===== src/rtl/load_store_unit_pkg.sv =====
// Shared encodings for the load/store unit: memory op, load type, store masks,
// FSM state codes and the access-size helper used for alignment and lane replication.
package load_store_unit_pkg;

  typedef enum logic [1:0] {
    MEM_OP_NONE  = 2'b00,
    MEM_OP_LOAD  = 2'b01,
    MEM_OP_STORE = 2'b10
  } mem_op_e;

  typedef enum logic [2:0] {
    MEM_RD_NONE = 3'b000,
    MEM_RD_BYTE = 3'b001,
    MEM_RD_HALF = 3'b010,
    MEM_RD_WORD = 3'b011,
    MEM_RD_B_U  = 3'b100,
    MEM_RD_H_U  = 3'b101
  } mem_rd_e;

  localparam logic [3:0] MEM_WR_NONE = 4'b0000;
  localparam logic [3:0] MEM_WR_BYTE = 4'b0001;
  localparam logic [3:0] MEM_WR_HALF = 4'b0011;
  localparam logic [3:0] MEM_WR_WORD = 4'b1111;

  typedef enum logic [1:0] {
    ST_IDLE = 2'b00,
    ST_REQ  = 2'b01,
    ST_RESP = 2'b10
  } lsu_state_e;

  typedef enum logic [1:0] {
    SZ_BYTE = 2'b00,
    SZ_HALF = 2'b01,
    SZ_WORD = 2'b10
  } acc_size_e;

  // Stores take their size from the byte mask, loads from the load type.
  function automatic acc_size_e acc_size(input logic [1:0] op, input logic [2:0] rd,
                                         input logic [3:0] mask);
    acc_size_e sz;
    sz = SZ_BYTE;
    if (op == MEM_OP_STORE) begin
      case (mask)
        MEM_WR_HALF: sz = SZ_HALF;
        MEM_WR_WORD: sz = SZ_WORD;
        default:     sz = SZ_BYTE;
      endcase
    end else begin
      case (rd)
        MEM_RD_HALF, MEM_RD_H_U: sz = SZ_HALF;
        MEM_RD_WORD:             sz = SZ_WORD;
        default:                 sz = SZ_BYTE;
      endcase
    end
    return sz;
  endfunction

endpackage


===== src/rtl/load_store_unit_load_extend.sv =====
// Combinational load lane select and sign/zero extension of a 32-bit bus word.
module load_extend
  import load_store_unit_pkg::*;
(
  input  logic [31:0] word_i,
  input  logic [1:0]  lane_i,
  input  logic [2:0]  rd_type_i,
  output logic [31:0] data_o
);

  logic [7:0]  byte_sel;
  logic [15:0] half_sel;

  always_comb begin
    byte_sel = word_i[{lane_i, 3'b000} +: 8];
    half_sel = lane_i[1] ? word_i[31:16] : word_i[15:0];
    case (rd_type_i)
      MEM_RD_BYTE: data_o = {{24{byte_sel[7]}}, byte_sel};
      MEM_RD_B_U:  data_o = {24'h0, byte_sel};
      MEM_RD_HALF: data_o = {{16{half_sel[15]}}, half_sel};
      MEM_RD_H_U:  data_o = {16'h0, half_sel};
      MEM_RD_WORD: data_o = word_i;
      default:     data_o = 32'h0;
    endcase
  end

endmodule


===== src/rtl/load_store_unit.sv =====
// Load/store unit: one access at a time on a word-aligned data bus with ack timeout.
// Optional macro LSU_MISALIGN_CHECK_EN: flag misaligned accesses instead of aligning them down.
module load_store_unit
  import load_store_unit_pkg::*;
#(
  parameter int unsigned BUS_TIMEOUT = 255
) (
  input  logic        clk,
  input  logic        rst,
  input  logic        start,
  input  logic [1:0]  mem_op,
  input  logic [2:0]  mem_read_type,
  input  logic [3:0]  mem_write_mask,
  input  logic [31:0] addr,
  input  logic [31:0] wdata,
  output logic        busy,
  output logic        done,
  output logic [31:0] rdata_out,
  output logic        misaligned,
  output logic        bus_err,
  output logic        dbus_req,
  output logic        dbus_we,
  output logic [31:0] dbus_addr,
  output logic [3:0]  dbus_wstrb,
  output logic [31:0] dbus_wdata,
  input  logic        dbus_ack,
  input  logic [31:0] dbus_rdata
);

  localparam int unsigned CNT_W = (BUS_TIMEOUT > 1) ? $clog2(BUS_TIMEOUT + 1) : 1;
  localparam logic [CNT_W-1:0] TMO = CNT_W'(BUS_TIMEOUT);

  lsu_state_e       state_q;
  logic [1:0]       op_q;
  logic [2:0]       rd_q;
  logic [1:0]       lane_q;
  logic [CNT_W-1:0] wait_cnt_q, cnt_d;
  logic             busy_q, done_q, mis_q, err_q;
  logic [31:0]      rdata_q;
  logic             dreq_q, dwe_q;
  logic [31:0]      daddr_q, dwdata_q;
  logic [3:0]       dwstrb_q;

  acc_size_e   size_d;
  logic        is_mem, is_store, mis_d, timeout_hit;
  logic [31:0] addr_d, wdata_d, ext_data;
  logic [3:0]  wstrb_d;

  assign size_d   = acc_size(mem_op, mem_read_type, mem_write_mask);
  assign is_store = (mem_op == MEM_OP_STORE);
  assign is_mem   = (mem_op == MEM_OP_LOAD) || is_store;

`ifdef LSU_MISALIGN_CHECK_EN
  assign addr_d = addr;
  assign mis_d  = is_mem && (((size_d == SZ_HALF) && addr[0]) ||
                             ((size_d == SZ_WORD) && (addr[1:0] != 2'b00)));
`else
  always_comb begin
    case (size_d)
      SZ_HALF: addr_d = {addr[31:1], 1'b0};
      SZ_WORD: addr_d = {addr[31:2], 2'b00};
      default: addr_d = addr;
    endcase
  end
  assign mis_d = 1'b0;
`endif

  assign wstrb_d = mem_write_mask << addr_d[1:0];

  always_comb begin
    case (size_d)
      SZ_BYTE: wdata_d = {4{wdata[7:0]}};
      SZ_HALF: wdata_d = {2{wdata[15:0]}};
      default: wdata_d = wdata;
    endcase
  end

  assign cnt_d       = wait_cnt_q + CNT_W'(1);
  // An ack in the same cycle still wins; this only matters when ack is absent.
  assign timeout_hit = (BUS_TIMEOUT != 0) && (cnt_d == TMO);

  load_extend u_load_extend (
    .word_i    (dbus_rdata),
    .lane_i    (lane_q),
    .rd_type_i (rd_q),
    .data_o    (ext_data)
  );

  always_ff @(posedge clk or posedge rst) begin
    if (rst) begin
      state_q    <= ST_IDLE;
      op_q       <= 2'b00;
      rd_q       <= 3'b000;
      lane_q     <= 2'b00;
      wait_cnt_q <= '0;
      busy_q     <= 1'b0;
      done_q     <= 1'b0;
      mis_q      <= 1'b0;
      err_q      <= 1'b0;
      rdata_q    <= 32'h0;
      dreq_q     <= 1'b0;
      dwe_q      <= 1'b0;
      daddr_q    <= 32'h0;
      dwstrb_q   <= 4'h0;
      dwdata_q   <= 32'h0;
    end else begin
      done_q  <= 1'b0;
      mis_q   <= 1'b0;
      err_q   <= 1'b0;
      rdata_q <= 32'h0;
      case (state_q)
        ST_IDLE, ST_RESP: begin
          if (start) begin
            op_q       <= mem_op;
            rd_q       <= mem_read_type;
            lane_q     <= addr_d[1:0];
            wait_cnt_q <= '0;
            busy_q     <= 1'b1;
            if (!is_mem || mis_d) begin
              state_q <= ST_RESP;
              done_q  <= 1'b1;
              mis_q   <= mis_d;
            end else begin
              state_q  <= ST_REQ;
              dreq_q   <= 1'b1;
              dwe_q    <= is_store;
              daddr_q  <= {addr_d[31:2], 2'b00};
              dwstrb_q <= is_store ? wstrb_d : 4'h0;
              dwdata_q <= is_store ? wdata_d : 32'h0;
            end
          end else begin
            state_q <= ST_IDLE;
            busy_q  <= 1'b0;
          end
        end
        ST_REQ: begin
          if (dbus_ack || timeout_hit) begin
            state_q  <= ST_RESP;
            done_q   <= 1'b1;
            err_q    <= !dbus_ack;
            rdata_q  <= (dbus_ack && (op_q == MEM_OP_LOAD)) ? ext_data : 32'h0;
            dreq_q   <= 1'b0;
            dwe_q    <= 1'b0;
            daddr_q  <= 32'h0;
            dwstrb_q <= 4'h0;
            dwdata_q <= 32'h0;
          end else begin
            wait_cnt_q <= cnt_d;
          end
        end
        default: begin
          state_q  <= ST_IDLE;
          busy_q   <= 1'b0;
          dreq_q   <= 1'b0;
          dwe_q    <= 1'b0;
          daddr_q  <= 32'h0;
          dwstrb_q <= 4'h0;
          dwdata_q <= 32'h0;
        end
      endcase
    end
  end

  assign busy       = busy_q;
  assign done       = done_q;
  assign rdata_out  = rdata_q;
  assign misaligned = mis_q;
  assign bus_err    = err_q;
  assign dbus_req   = dreq_q;
  assign dbus_we    = dwe_q;
  assign dbus_addr  = daddr_q;
  assign dbus_wstrb = dwstrb_q;
  assign dbus_wdata = dwdata_q;

endmodule


===== config.mk =====
export PLATFORM = sky130hd
export DESIGN_NAME = load_store_unit
export DESIGN_NICKNAME = d
export VERILOG_FILES = /design/src/rtl/load_store_unit_pkg.sv /design/src/rtl/load_store_unit_load_extend.sv /design/src/rtl/load_store_unit.sv
export SDC_FILE = /design/constraint.sdc
export NUM_CORES = 1
export LEC_CHECK = 0
export ABC_CLOCK_PERIOD_IN_PS = 3800
export BUFFER_PORTS_ARGS = -buffer_cell sky130_fd_sc_hd__buf_2
export CAP_MARGIN = 30
export CORE_MARGIN = 10
export CORE_UTILIZATION = 44
export DETAILED_ROUTE_END_ITERATION = 8
export GPL_TIMING_DRIVEN = 0
export PLACE_DENSITY_LB_ADDON = 0.1
export SETUP_SLACK_MARGIN = 0.15
export SLEW_MARGIN = 20
export SYNTH_ARGS = -nofsm -noshare
export SYNTH_HDL_FRONTEND = slang
export SYNTH_SLANG_ARGS = --single-unit

===== constraint.sdc =====
create_clock -name clk -period 3.8 [get_ports clk]
set_input_delay 0.76 -clock clk [delete_from_list [all_inputs] [get_ports clk]]
set_output_delay 0.76 -clock clk [all_outputs]
set_load 0.01 [all_outputs]

==> results.yml <==
timing:
  fmax_mhz: 339
  hold_violations: 0
  fin_worst_skew_ns: 0.0131
  worst_pin_slew_ns: 0.959
  slew-limit-headroom_pct: 35.9
  setup_tns_ns: 0
  drv_slew: 0
  period_needed_ns: 2.95
  setup_viol: 0
  worst_hold_slack_ns: 0.423
  period_share_pct: 77.6
  rsz0062_at_grt: "false"
pwr:
  vdd_drop_max_v: 0.000296
  p_leak_nw: 3.80
  power.density_nw_per_um2: 649
worst_setup_path:
  required_ns: 4.09
  slowest_stage: "clkbuf_1"
  worstPathArrival_ns: 3.24
  crit_type: "input pin to flip-flop"
  slowest_delay_ns: 0.49
  reg2reg_depth: 7
  cp-start-kind: "input pin"
  cp_max_fo: 10
  reg2reg_slack_ns: 1.67
  endpoint_kind: "flip-flop"
  path_cells: "buf_2, inv_1, ha_1, nor3_1, a21oi_1, ha_1, clkbuf_1, nor2_2, clkbuf_1, mux2i_1, o2bb2ai_1"
floorplanning:
  rows: 41
  die_area_um2: 17500
  core-area_um2: 12500
  die_w_um: 132
  initial_utilization_pct: 44.4
  fp.dieH_um: 132
  pin_count: 215
clock_network:
  clock-sinks: 120
  numCtsBuffers: 17
  cts_buffer_depth: 2
  cts_tree: "done"
  cts_resized: 0
  cts_root_buffer: "clkbuf_16"
  cts_hold_buf: 0
  path_clk_slew_ns: 0.06
  clkLatencyLatePin_ns: 0.41
  cts_setup_buffers: 0
  h-tree-depth: 4
logic_synthesis:
  synthSimpleGateAreaFrac_pct: 9.61
  synth-xor-area-share_pct: 0.472
  synth_compound_area_share_pct: 23.1
  async_flop_share_pct: 100
  postSynthCellCount: 481
  synth_top_area_share_pct: 54.0
  synth_area_leaders: "dfrtp_1 (54%), a22o_1 (7.7%), o2bb2ai_1 (4.1%)"
  synthAdderAreaFrac_pct: 1.30
  yosysSeqAreaShare_pct: 54.0
  yosys.area.top_type: "dfrtp_1"
  ys_warn_count: 0
  ys_ff_latch: 120
  ys.flop_type: "dfrtp_1"
  syn_area_per_cell_um2: 11.6
  synth_top_family_by_area: "compound AO/OA/AOI/OAI gates"
  muxShareOfSynthArea_pct: 6.97
  synth_edf_count: 0
  synth_area_um2: 5560
  ys_types: 52
run:
  max-cap-violations: 0
routing:
  avgRoutedWirePerCell_um: 18.4
  drtIter0Drc: 354
  wirelength_um: 16600
  drtPass1Iterations: 5
  ant_nets: 0
  drc_errors: 0
  vias_per_cell: 5.31
  route.vias.total: 4788
grt:
  grt_max_degree: 36
  grt.met2_usage_pct: 30.3
  antenna_found_initial: 1
  grt_usage_pct: 18.8
  grt.met1_usage_pct: 21.9
  grt_pass1_vias: 5153
  busiest_layer: "met2"
  grt_use_met3_pct: 8.67
  grt_pass1_wl_um: 26800
  grt_remaining_overflow: 0
cells_and_area:
  area_growth_pct: 34.1
  stdcell_count: 902
  utilization_pct: 59.6
  layout.nets: 830
  layout-drive-gt1-share_pct: 41.7
place:
  gp_congestion: 0.816
  dp.cells: 869
  io_buffers: 211
  hpwl_um: 12900
hold_path:
  hold_class: "input pin to asynchronous set/reset pin"
outcome:
  status: "finished clean"
## cells in the mapped netlist (8+ instances only)
library cell / number
a221oi_1: 8
nand2_1: 33
o2bb2ai_1: 26
inv_1: 10
a22oi_1: 8
mux2i_1: 14
o21ai_0: 11
a22o_1: 49
nor2_1: 26
a21oi_2: 10
mux2_2: 20
nand3_1: 12
nand2b_1: 9
buf_2: 11
a21oi_1: 20
clkbuf_1: 16
dfrtp_1: 120
## metrics by stage
stage          setup WS (ns)  area [um2]  power (mW)
3_5_place_dp           0.453        6900        3.38
2_1_floorplan           1.09        5570        2.82
5_1_grt                0.593        7460        5.12
3_3_place_gp           0.477        6840        3.35
6_report               0.850        7460        4.84
4_1_cts                0.883        7450        4.88
## layout make-up
type,count,area [um2]
Antenna cell,1,2.50
Timing Repair Buffer,214,1120
Inverter,10,41.3
Buffer,40,210
Fill cell,1104,5060
Multi-Input combinational cell,313,2320
Tap cell,172,215
Clock buffer,20,457
Clock inverter,12,93.8
Sequential cell,120,3000
## registers in the layout, summed over array words and instances (netlist names), 2 cells and up
signal	flops
dbus_addr	30
dbus_wdata	32
dbus_wstrb	4
lane_q	2
op_q	2
rd_q	3
rdata_out	32
state_q	2
wait_cnt_q	8
## worst paths after layout
check,startpoint,to
setup / recovery,mem_op[0],dbus_wdata[18]
hold / removal,rst,dbus_wdata[18]
setup reg to reg,wait_cnt_q[0],dbus_addr[21]
hold reg to reg,op_q[0],op_q[0]
max in group asynchronous,rst,dbus_wstrb[0]
min in group clk,op_q[0],op_q[0]
## layout by cell type, fill, tap and decap left out, types with 2 or more instances in the layout
cell | synthesis | layout
a211o_1 | 2 | 2
a21o_1 | 5 | 5
a21oi_1 | 20 | 20
a21oi_2 | 10 | 10
a221oi_1 | 8 | 8
a222oi_1 | 7 | 7
a22o_1 | 49 | 49
a22oi_1 | 8 | 8
a31oi_1 | 3 | 3
and2_1 | 3 | 3
and4_1 | 3 | 3
buf_1 | 4 | 4
buf_12 | 0 | 3
buf_2 | 11 | 222
buf_4 | 4 | 4
buf_6 | 4 | 4
clkbuf_1 | 16 | 17
clkbuf_16 | 0 | 17
clkbuf_8 | 0 | 2
clkinvlp_4 | 0 | 7
conb_1 | 1 | 3
dfrtp_1 | 120 | 120
ha_1 | 5 | 5
inv_1 | 10 | 9
inv_6 | 0 | 4
mux2_2 | 20 | 20
mux2i_1 | 14 | 14
nand2_1 | 33 | 33
nand2b_1 | 9 | 9
nand3_1 | 12 | 12
nand4_1 | 2 | 2
nor2_1 | 26 | 26
nor3_1 | 4 | 4
nor3b_1 | 5 | 5
o21ai_0 | 11 | 11
o22ai_1 | 5 | 5
o2bb2ai_1 | 26 | 26
xnor2_1 | 2 | 2
## layer usage
metal / wire length (um) / part of all wire, % / vias up
li1: - / - / 2272
met1: 6800 / 41 / 2308
met2: 7980 / 48 / 195
met3: 1620 / 9.8 / 13
met4: 216 / 1.3 / 0
met5: 0 / 0 / -
## where the power goes
group          total (mW)  leakage (nW)  internal, mW  switching (mW)
logic                1.68          1.93         0.722           0.958
registers            1.68          1.62          1.54           0.145
clock network        1.47         0.252         0.874           0.601
total                4.84          3.80          3.13            1.70
## critical path: cells and delay by family
kind	cells	cell delay [ns]
AO/OA/AOI/OAI	2	0.19
buffers and inverters	4	0.86
AND/OR/NAND/NOR	2	0.67
multiplexers	1	0.26
adder cells (fa/ha/maj)	2	0.49
## logic make-up after synthesis
| logic type | after synthesis |
|---|---|
| AND/OR/NAND/NOR | 105 |
| AO/OA/AOI/OAI | 161 |
| buffers and inverters | 50 |
| multiplexers | 35 |
| XOR/XNOR | 3 |
| adder cells (fa/ha/maj) | 6 |
| flip-flops | 120 |
| other | 1 |
Power figures use the tool's default switching activity.
